==> src/rtl/param_counter_pkg.sv <==
// Shared definitions for the parametrised mode counter: mode encodings
// used by the RTL and by anything that drives or checks the counter.
package param_counter_pkg;

    typedef logic [1:0] mode_t;

    localparam mode_t MODE_UP   = 2'b00;  // count up by one
    localparam mode_t MODE_DN   = 2'b01;  // count down by one
    localparam mode_t MODE_STEP = 2'b10;  // count up by STEP
    localparam mode_t MODE_LOAD = 2'b11;  // load D, clipped to top

endpackage

==> src/rtl/param_counter_next.sv <==
// Combinational next-state logic for param_counter. Computes the next count
// and the two event flags from the current count and the sampled controls.
// All comparisons and sums are done one bit wider than the count so that
// Q+STEP and top+1 never overflow.
module param_counter_next
    import param_counter_pkg::*;
#(
    parameter int WIDTH    = 4,
    parameter int STEP     = 3,
    parameter int SATURATE = 0
) (
    input  logic [WIDTH-1:0] q,
    input  mode_t            mode,
    input  logic [WIDTH-1:0] d,
    input  logic [WIDTH-1:0] top,
    input  logic             enable,
    output logic [WIDTH-1:0] q_next,
    output logic             rco_next,
    output logic             load_next
);

    localparam logic [WIDTH:0] STEP_EXT = (WIDTH+1)'(STEP);

    logic [WIDTH:0] q_ext;
    logic [WIDTH:0] top_ext;
    logic [WIDTH:0] sum_ext;
    logic [WIDTH:0] mod_ext;
    logic [WIDTH:0] wrap_ext;

    assign q_ext    = {1'b0, q};
    assign top_ext  = {1'b0, top};
    assign sum_ext  = q_ext + STEP_EXT;
    // Modulus top+1 is never zero in WIDTH+1 bits.
    assign mod_ext  = top_ext + (WIDTH+1)'(1);
    // A step larger than top+1 can overshoot by more than one period, so
    // reduce fully instead of subtracting once.
    assign wrap_ext = sum_ext % mod_ext;

    // Mode decode: default is hold with both flags cleared.
    always_comb begin
        q_next    = q;
        rco_next  = 1'b0;
        load_next = 1'b0;
        if (enable) begin
            case (mode)
                MODE_UP: begin
                    // q above top (top lowered mid-count) is treated as a wrap.
                    if (q_ext >= top_ext) begin
                        q_next   = (SATURATE != 0) ? top : '0;
                        rco_next = 1'b1;
                    end else begin
                        q_next = q + WIDTH'(1);
                    end
                end
                MODE_DN: begin
                    if (q == '0) begin
                        q_next   = (SATURATE != 0) ? '0 : top;
                        rco_next = 1'b1;
                    end else if (q_ext > top_ext) begin
                        // min(q-1, top) is always top when q > top.
                        q_next = top;
                    end else begin
                        q_next = q - WIDTH'(1);
                    end
                end
                MODE_STEP: begin
                    if (q_ext > top_ext) begin
                        q_next   = (SATURATE != 0) ? top : '0;
                        rco_next = 1'b1;
                    end else if (sum_ext > top_ext) begin
                        q_next   = (SATURATE != 0) ? top : WIDTH'(wrap_ext);
                        rco_next = 1'b1;
                    end else begin
                        q_next = WIDTH'(sum_ext);
                    end
                end
                MODE_LOAD: begin
                    q_next    = (d > top) ? top : d;
                    load_next = 1'b1;
                end
                default: begin
                    q_next = q;
                end
            endcase
        end
    end

endmodule

==> src/rtl/param_counter.sv <==
// WIDTH-bit four-mode counter with programmable terminal value, optional
// saturation and registered wrap (rco) and load flags. Holds only the
// state registers; all decisions live in param_counter_next.
module param_counter
    import param_counter_pkg::*;
#(
    parameter int WIDTH    = 4,
    parameter int STEP     = 3,
    parameter int SATURATE = 0
) (
    input  logic             clk,
    input  logic             reset,
    input  logic             enable,
    input  mode_t            mode,
    input  logic [WIDTH-1:0] D,
    input  logic [WIDTH-1:0] top,
    output logic [WIDTH-1:0] Q,
    output logic             rco,
    output logic             load
);

    logic [WIDTH-1:0] q_reg;
    logic             rco_reg;
    logic             load_reg;
    logic [WIDTH-1:0] q_next;
    logic             rco_next;
    logic             load_next;

    param_counter_next #(
        .WIDTH    (WIDTH),
        .STEP     (STEP),
        .SATURATE (SATURATE)
    ) u_next (
        .q         (q_reg),
        .mode      (mode),
        .d         (D),
        .top       (top),
        .enable    (enable),
        .q_next    (q_next),
        .rco_next  (rco_next),
        .load_next (load_next)
    );

    // Count and flag registers; reset clears everything immediately.
    always_ff @(posedge clk or negedge reset) begin
        if (!reset) begin
            q_reg    <= '0;
            rco_reg  <= 1'b0;
            load_reg <= 1'b0;
        end else begin
            q_reg    <= q_next;
            rco_reg  <= rco_next;
            load_reg <= load_next;
        end
    end

    assign Q    = q_reg;
    assign rco  = rco_reg;
    assign load = load_reg;

endmodule

==> config.mk <==
export PLATFORM = sky130hd
export DESIGN_NAME = param_counter
export DESIGN_NICKNAME = d
export VERILOG_FILES = /design/src/rtl/param_counter_pkg.sv /design/src/rtl/param_counter_next.sv /design/src/rtl/param_counter.sv
export SDC_FILE = /design/constraint.sdc
export NUM_CORES = 1
export LEC_CHECK = 0
export BUFFER_PORTS_ARGS = -buffer_cell sky130_fd_sc_hd__buf_2
export CAP_MARGIN = 20
export CELL_PAD_IN_SITES_DETAIL_PLACEMENT = 0
export CELL_PAD_IN_SITES_GLOBAL_PLACEMENT = 1
export CORE_MARGIN = 1
export CORE_UTILIZATION = 30
export DETAILED_ROUTE_END_ITERATION = 12
export PLACE_DENSITY_LB_ADDON = 0.3
export SLEW_MARGIN = 30
export SYNTH_ARGS = -nofsm -noshare
export SYNTH_HDL_FRONTEND = slang
export SYNTH_SLANG_ARGS = --single-unit
==> constraint.sdc <==
create_clock -name clk -period 13.12 [get_ports clk]
set_input_delay 1.968 -clock clk [delete_from_list [all_inputs] [get_ports clk]]
set_output_delay 1.968 -clock clk [all_outputs]
set_load 0.005 [all_outputs]
=== Yosys cells after proc, flatten, opt, wreduce, memory -nomap -nowiden ===
Index checks and enable logic that the tools add are counted.

* Input bits: 13
* Output and inout bits: 6
* Logic and storage cells: 32
* Register bits after elaboration: 6

* $lt $le $gt $ge: 4
* Mux-type cells: 15
* Reductions and logical operators: 2
* Div/mod/pow operators: 1
* Eq/ne operators: 3
* $add $sub $neg: 4

{| class="wikitable"
|+ Operator list
! kind !! number
|-
| 4-bit two-way mux || 6
|-
| 4-bit one-hot mux with 4 select lines || 1
|-
| 4-bit greater-than comparator || 2
|-
| 1-bit two-way mux || 7
|-
| 4-bit by 1-bit adder with 5-bit output, second input constant || 1
|-
| 4-bit by 2-bit adder with 5-bit output, second input constant || 1
|-
| 5-bit by 4-bit greater-than comparator with 1-bit output || 1
|-
| 5-bit by 5-bit remainder unit with 5-bit output || 1
|-
| 4-bit by 1-bit adder with 4-bit output, second input constant || 1
|-
| 2-bit equality test, second input constant || 2
|-
| 4-bit greater-or-equal comparator || 1
|-
| 4-bit logical NOT || 1
|-
| 4-bit by 1-bit subtractor with 4-bit output, second input constant || 1
|-
| 1-bit one-hot mux with 3 select lines || 1
|-
| 2-bit by 1-bit equality test with 1-bit output, second input constant || 1
|-
| 2-bit logical NOT || 1
|}

=== Longest topological paths before layout ===
* Depth after elaboration: 6
* Mapped depth: 33
* Depth with buffers taken out: 31

=== Modules after synthesis ===
From an unflattened synthesis, not the netlist that was laid out.

* Cells, all modules: 228
* Area, all modules: 1,798.0 um^2

{| class="wikitable"
|+ Modules (own cells, without submodules)
! module !! seq. area each (um^2) !! times used !! cells each !! area an instance (um^2)
|-
| param_counter_next || 0.0 || 1 || 222 || 1,647.8
|-
| param_counter || 150.1 || 1 || 6 || 150.1
|}

=== Worst setup path after synthesis ===
Ideal clock, no wire load.

* Path kind: input-to-reg
* Start point: input top[0]
* End point: register q_reg[1] (netlist: Q[1])
* Stages on the path: 27
* Buffers on the path: 1
* Required time: 12,981 ps
* Library setup time: 139 ps
* Setup slack: 5,645 ps
* Arrival: 7,335 ps
* Cell sequence: ha_1 -> a21boi_1 -> a21o_1 -> nand2_1 -> nor2_1 -> a21oi_1 -> ha_1 -> inv_1 -> or4_1 -> a211oi_2 -> a221oi_2 -> ha_1 -> a21oi_1 -> o21ai_0 -> and2_1 -> o31ai_1 -> ha_1 -> a41o_1 -> o221ai_1 -> buf_2 -> mux2_2 -> ha_1 -> a21o_1 -> a31oi_2 -> or4b_1 -> o211ai_1 -> o2111ai_1

* Word-level cells in the longest chain between the ends: 5
* Elaborated cells between the ends (all ways): 13
* Classes of those cells: add/sub (1); div (1); order compare (4); mux (7)

{| class="wikitable"
|+ Ends and longest elaborated chain
! item !! RTL line !! RTL
|-
| from (decl) || param_counter.sv:16 || <nowiki>input logic [WIDTH-1:0] top,</nowiki>
|-
| 4-bit by 1-bit adder with 5-bit output || param_counter_next.sv:34 || <nowiki>assign mod_ext = top_ext + (WIDTH+1)'(1);</nowiki>
|-
| 5-bit by 5-bit remainder unit with 5-bit output || param_counter_next.sv:37 || <nowiki>assign wrap_ext = sum_ext % mod_ext;</nowiki>
|-
| 4-bit two-way mux || param_counter_next.sv:70 || <nowiki>end else if (sum_ext > top_ext) begin</nowiki>
|-
| 4-bit two-way mux || param_counter_next.sv:67 || <nowiki>if (q_ext > top_ext) begin</nowiki>
|-
| 4-bit one-hot mux with 4 select lines * || param_counter_next.sv:45 || <nowiki>case (mode)</nowiki>
|-
| to (signal assigned) || param_counter.sv:51 || <nowiki>q_reg <= q_next;</nowiki>
|-
| to (decl) || param_counter.sv:22 || <nowiki>logic [WIDTH-1:0] q_reg;</nowiki>
|}

Every way passes the cells marked *; elsewhere a longest branch is shown, timed or not.
A chain may end at the register's enable or synchronous reset.

=== Worst setup path in the final report ===
Ends and elaborated chain as after synthesis.

==> impl_metrics.py <==
metrics = {
    "logic_synthesis": {
        "yosysTopAreaCellShare_pct": 22.63,
        "yosysWarnings": 0,
        "synth_seq_area_share_pct": 8.230,
        "postSynthAreaPerCell_um2": 7.863,
        "synth-compound-area-share_pct": 29.49,
        "synth-simple-area-share_pct": 19.68,
        "synth_top_family_by_area": "compound AO/OA/AOI/OAI gates",
        "syn_inst": 232,
        "synth_edf_count": 0,
        "synth_xor_area_share_pct": 6.722,
        "synth.area.top_cells": "ha_1 (23%), dfrtp_1 (8.2%), xnor2_1 (4.8%), o21ai_0 (4.7%), a21oi_1 (4.4%)",
        "synth_seq_cells": 6,
        "yosys.area_share.adder_pct": 23.73,
        "synth_largest_area_cell": "ha_1",
        "ys_async_sr_fraction_pct": 100.0,
        "synth_mux_area_share_pct": 5.144,
        "synth_nets": 279,
        "synth-main-ff-cell": "dfrtp_1",
        "synth_cell_types": 63,
        "syn_area_um2": 1824,
    },
    "min_path": {
        "hp-class": "reg2reg",
        "whs_path_depth": 2,
        "hp-start": "Q[1]",
        "hold_end": "Q[1]",
    },
    "die": {
        "coreArea_um2": 5886,
        "io_pins": 19,
        "start_util_pct": 30.99,
        "dieWidth_um": 79.98,
        "die_h_um": 79.98,
        "die_area_um2": 6397,
        "rows": 28,
    },
    "grt": {
        "gr-usage-all-layers_pct": 16.59,
        "antenna_found_initial": 0,
        "grt_pass1_vias": 1622,
        "grt_max_degree": 15,
        "grt_first_pass_wirelength_um": 8217,
        "grt.overflow.total": 0,
    },
    "timing": {
        "fmax_ghz": 0.1206,
        "tns_ns": 0,
        "rsz0062_at_grt": "false",
        "worst_slew_margin_rel_pct": 48.91,
        "skew_ns": 0.001254,
        "worst_pin_slew_ns": 0.7664,
        "fin_crit_sh_pct": 63.21,
        "final_hold_viol_count": 0,
        "drv_slew": 0,
        "timing.hold.ws_ns": 0.7357,
        "period_minus_slack_ns": 8.294,
        "worst_slack_ns": 4.826,
        "setup_viol": 0,
    },
    "cts": {
        "clock_path_buffers": 2,
        "htree_levels": 1,
        "cts-root-buf": "clkbuf_8",
        "clkTransAtPathRegs_ns": 0.03,
        "clock_latency_ns": 0.22,
        "clock_sinks": 6,
        "cts_setup_buffers": 0,
        "cts_tree": "yes",
        "hold_buffers": 0,
        "cts_resized": 0,
        "numCtsBuffers": 3,
    },
    "drt": {
        "viasPerCell": 5.335,
        "vias": 1702,
        "ant_nets": 0,
        "drc": 0,
        "drt_iter0_markers": 85,
        "wl_per_cell_um": 15.38,
        "firstDrtPassIters": 4,
        "wl_um": 4906,
    },
    "layout": {
        "area_delta_synth_final_pct": 9.191,
        "area.sequential_um2": 150.1,
        "drive_gt1_share_pct": 14.75,
        "largest_register_ffs": 4,
        "layout_commonest_cell": "ha_1",
        "fillers": 658,
        "n_antenna_cell": 0,
        "final_cell_mix": "ha_1 (33), nand2_1 (19), buf_2 (18), inv_1 (17), o21ai_0 (17)",
        "post-route-util_pct": 33.84,
        "nNetsFinal": 293,
        "multi_input_area_um2": 1546,
    },
    "placed_design": {
        "hpwl_um": 4036,
        "gp_congestion": 0.8374,
        "portBuffers": 18,
        "pre_cts_ws_ns": 4.543,
    },
    "status": {
        "status": "finished, final reports clean",
    },
    "setup_path": {
        "cp-start-kind": "input port",
        "rr_endpoint": "Q[1]",
        "cpPeakStageDelay_ns": 0.60,
        "arrival_ns": 8.38,
        "path_delay_family": "compound AO/OA/AOI/OAI gates",
        "cp-end-kind": "flip-flop",
        "reg2reg_depth": 29,
        "r2r_start": "Q[0]",
        "ff2ff_setup_slack_ns": 5.60,
        "crit_type": "in2reg",
        "cp_num_buf_inv": 1,
        "crit_top_cell": "ha_1",
        "crit_fanout": 11,
        "slowest_stage": "o221ai_1",
        "worstPathRequired_ns": 13.20,
    },
    "flow_run": {
        "drv_cap": 0,
    },
}
## area by class of cell
class                   count  area share (%)
clock buffers               3           2.073
inverters                  18           3.518
multi-input cells         199           77.64
flip-flops and latches      6           7.538
well taps                  75           4.711
repair buffers             18           4.523
## worst min-delay path, cell delays in order (launching register included)
cell	delay (ns)
dfrtp_1	0.52
nand2_1	0.09
o2111ai_1	0.09
## routing by layer
layer / up-vias / global-route usage, % / share of wire [%]
met4: 0 / 1.071 / 0
met3: 0 / 0.6857 / 1.9
met2: 14 / 29.83 / 49
met5: - / 0 / 0
met1: 794 / 22.67 / 49
li1: 894 / - / -
## how the worst max path moves through the flow
stage / from / end / slack [ns] / cells past startpoint
CTS: top[0] / Q[1] / 4.77 / 27
global placement: top[0] / Q[1] / 4.61 / 26
detailed placement: top[0] / Q[1] / 4.54 / 26
floorplan: top[0] / Q[1] / 5.65 / 27
finish: top[0] / Q[1] / 4.83 / 27
global route: top[0] / Q[1] / 4.15 / 27
## stage by stage
stage / std cells / instance area, um2
after floorplan: 232 / 1824
after global routing: 319 / 1992
after detailed placement: 316 / 1951
after CTS: 319 / 1992
after global placement: 316 / 1951
final: 319 / 1992
## cells by family after synthesis
family,after synthesis
adder cells (fa/ha/maj),34
multiplexers,9
AND/OR/NAND/NOR,67
flip-flops,6
XOR/XNOR,14
buffers and inverters,27
AO/OA/AOI/OAI,75
## synth_stat cells (3+ instances only)
cell	n
mux2_2	3
nor3_1	6
o21a_1	4
xnor2_1	10
nand2_1	19
xor2_1	4
nand3_1	5
inv_1	17
nand2b_1	3
ha_1	33
o211ai_1	5
buf_2	4
a21o_1	3
buf_4	3
dfrtp_1	6
nor2b_1	5
nor2_1	14
a21oi_1	16
mux2i_1	6
o21ai_0	17
Power is not shown: default switching activity piles up to over one toggle a cycle in this logic, so the estimate is an artifact.
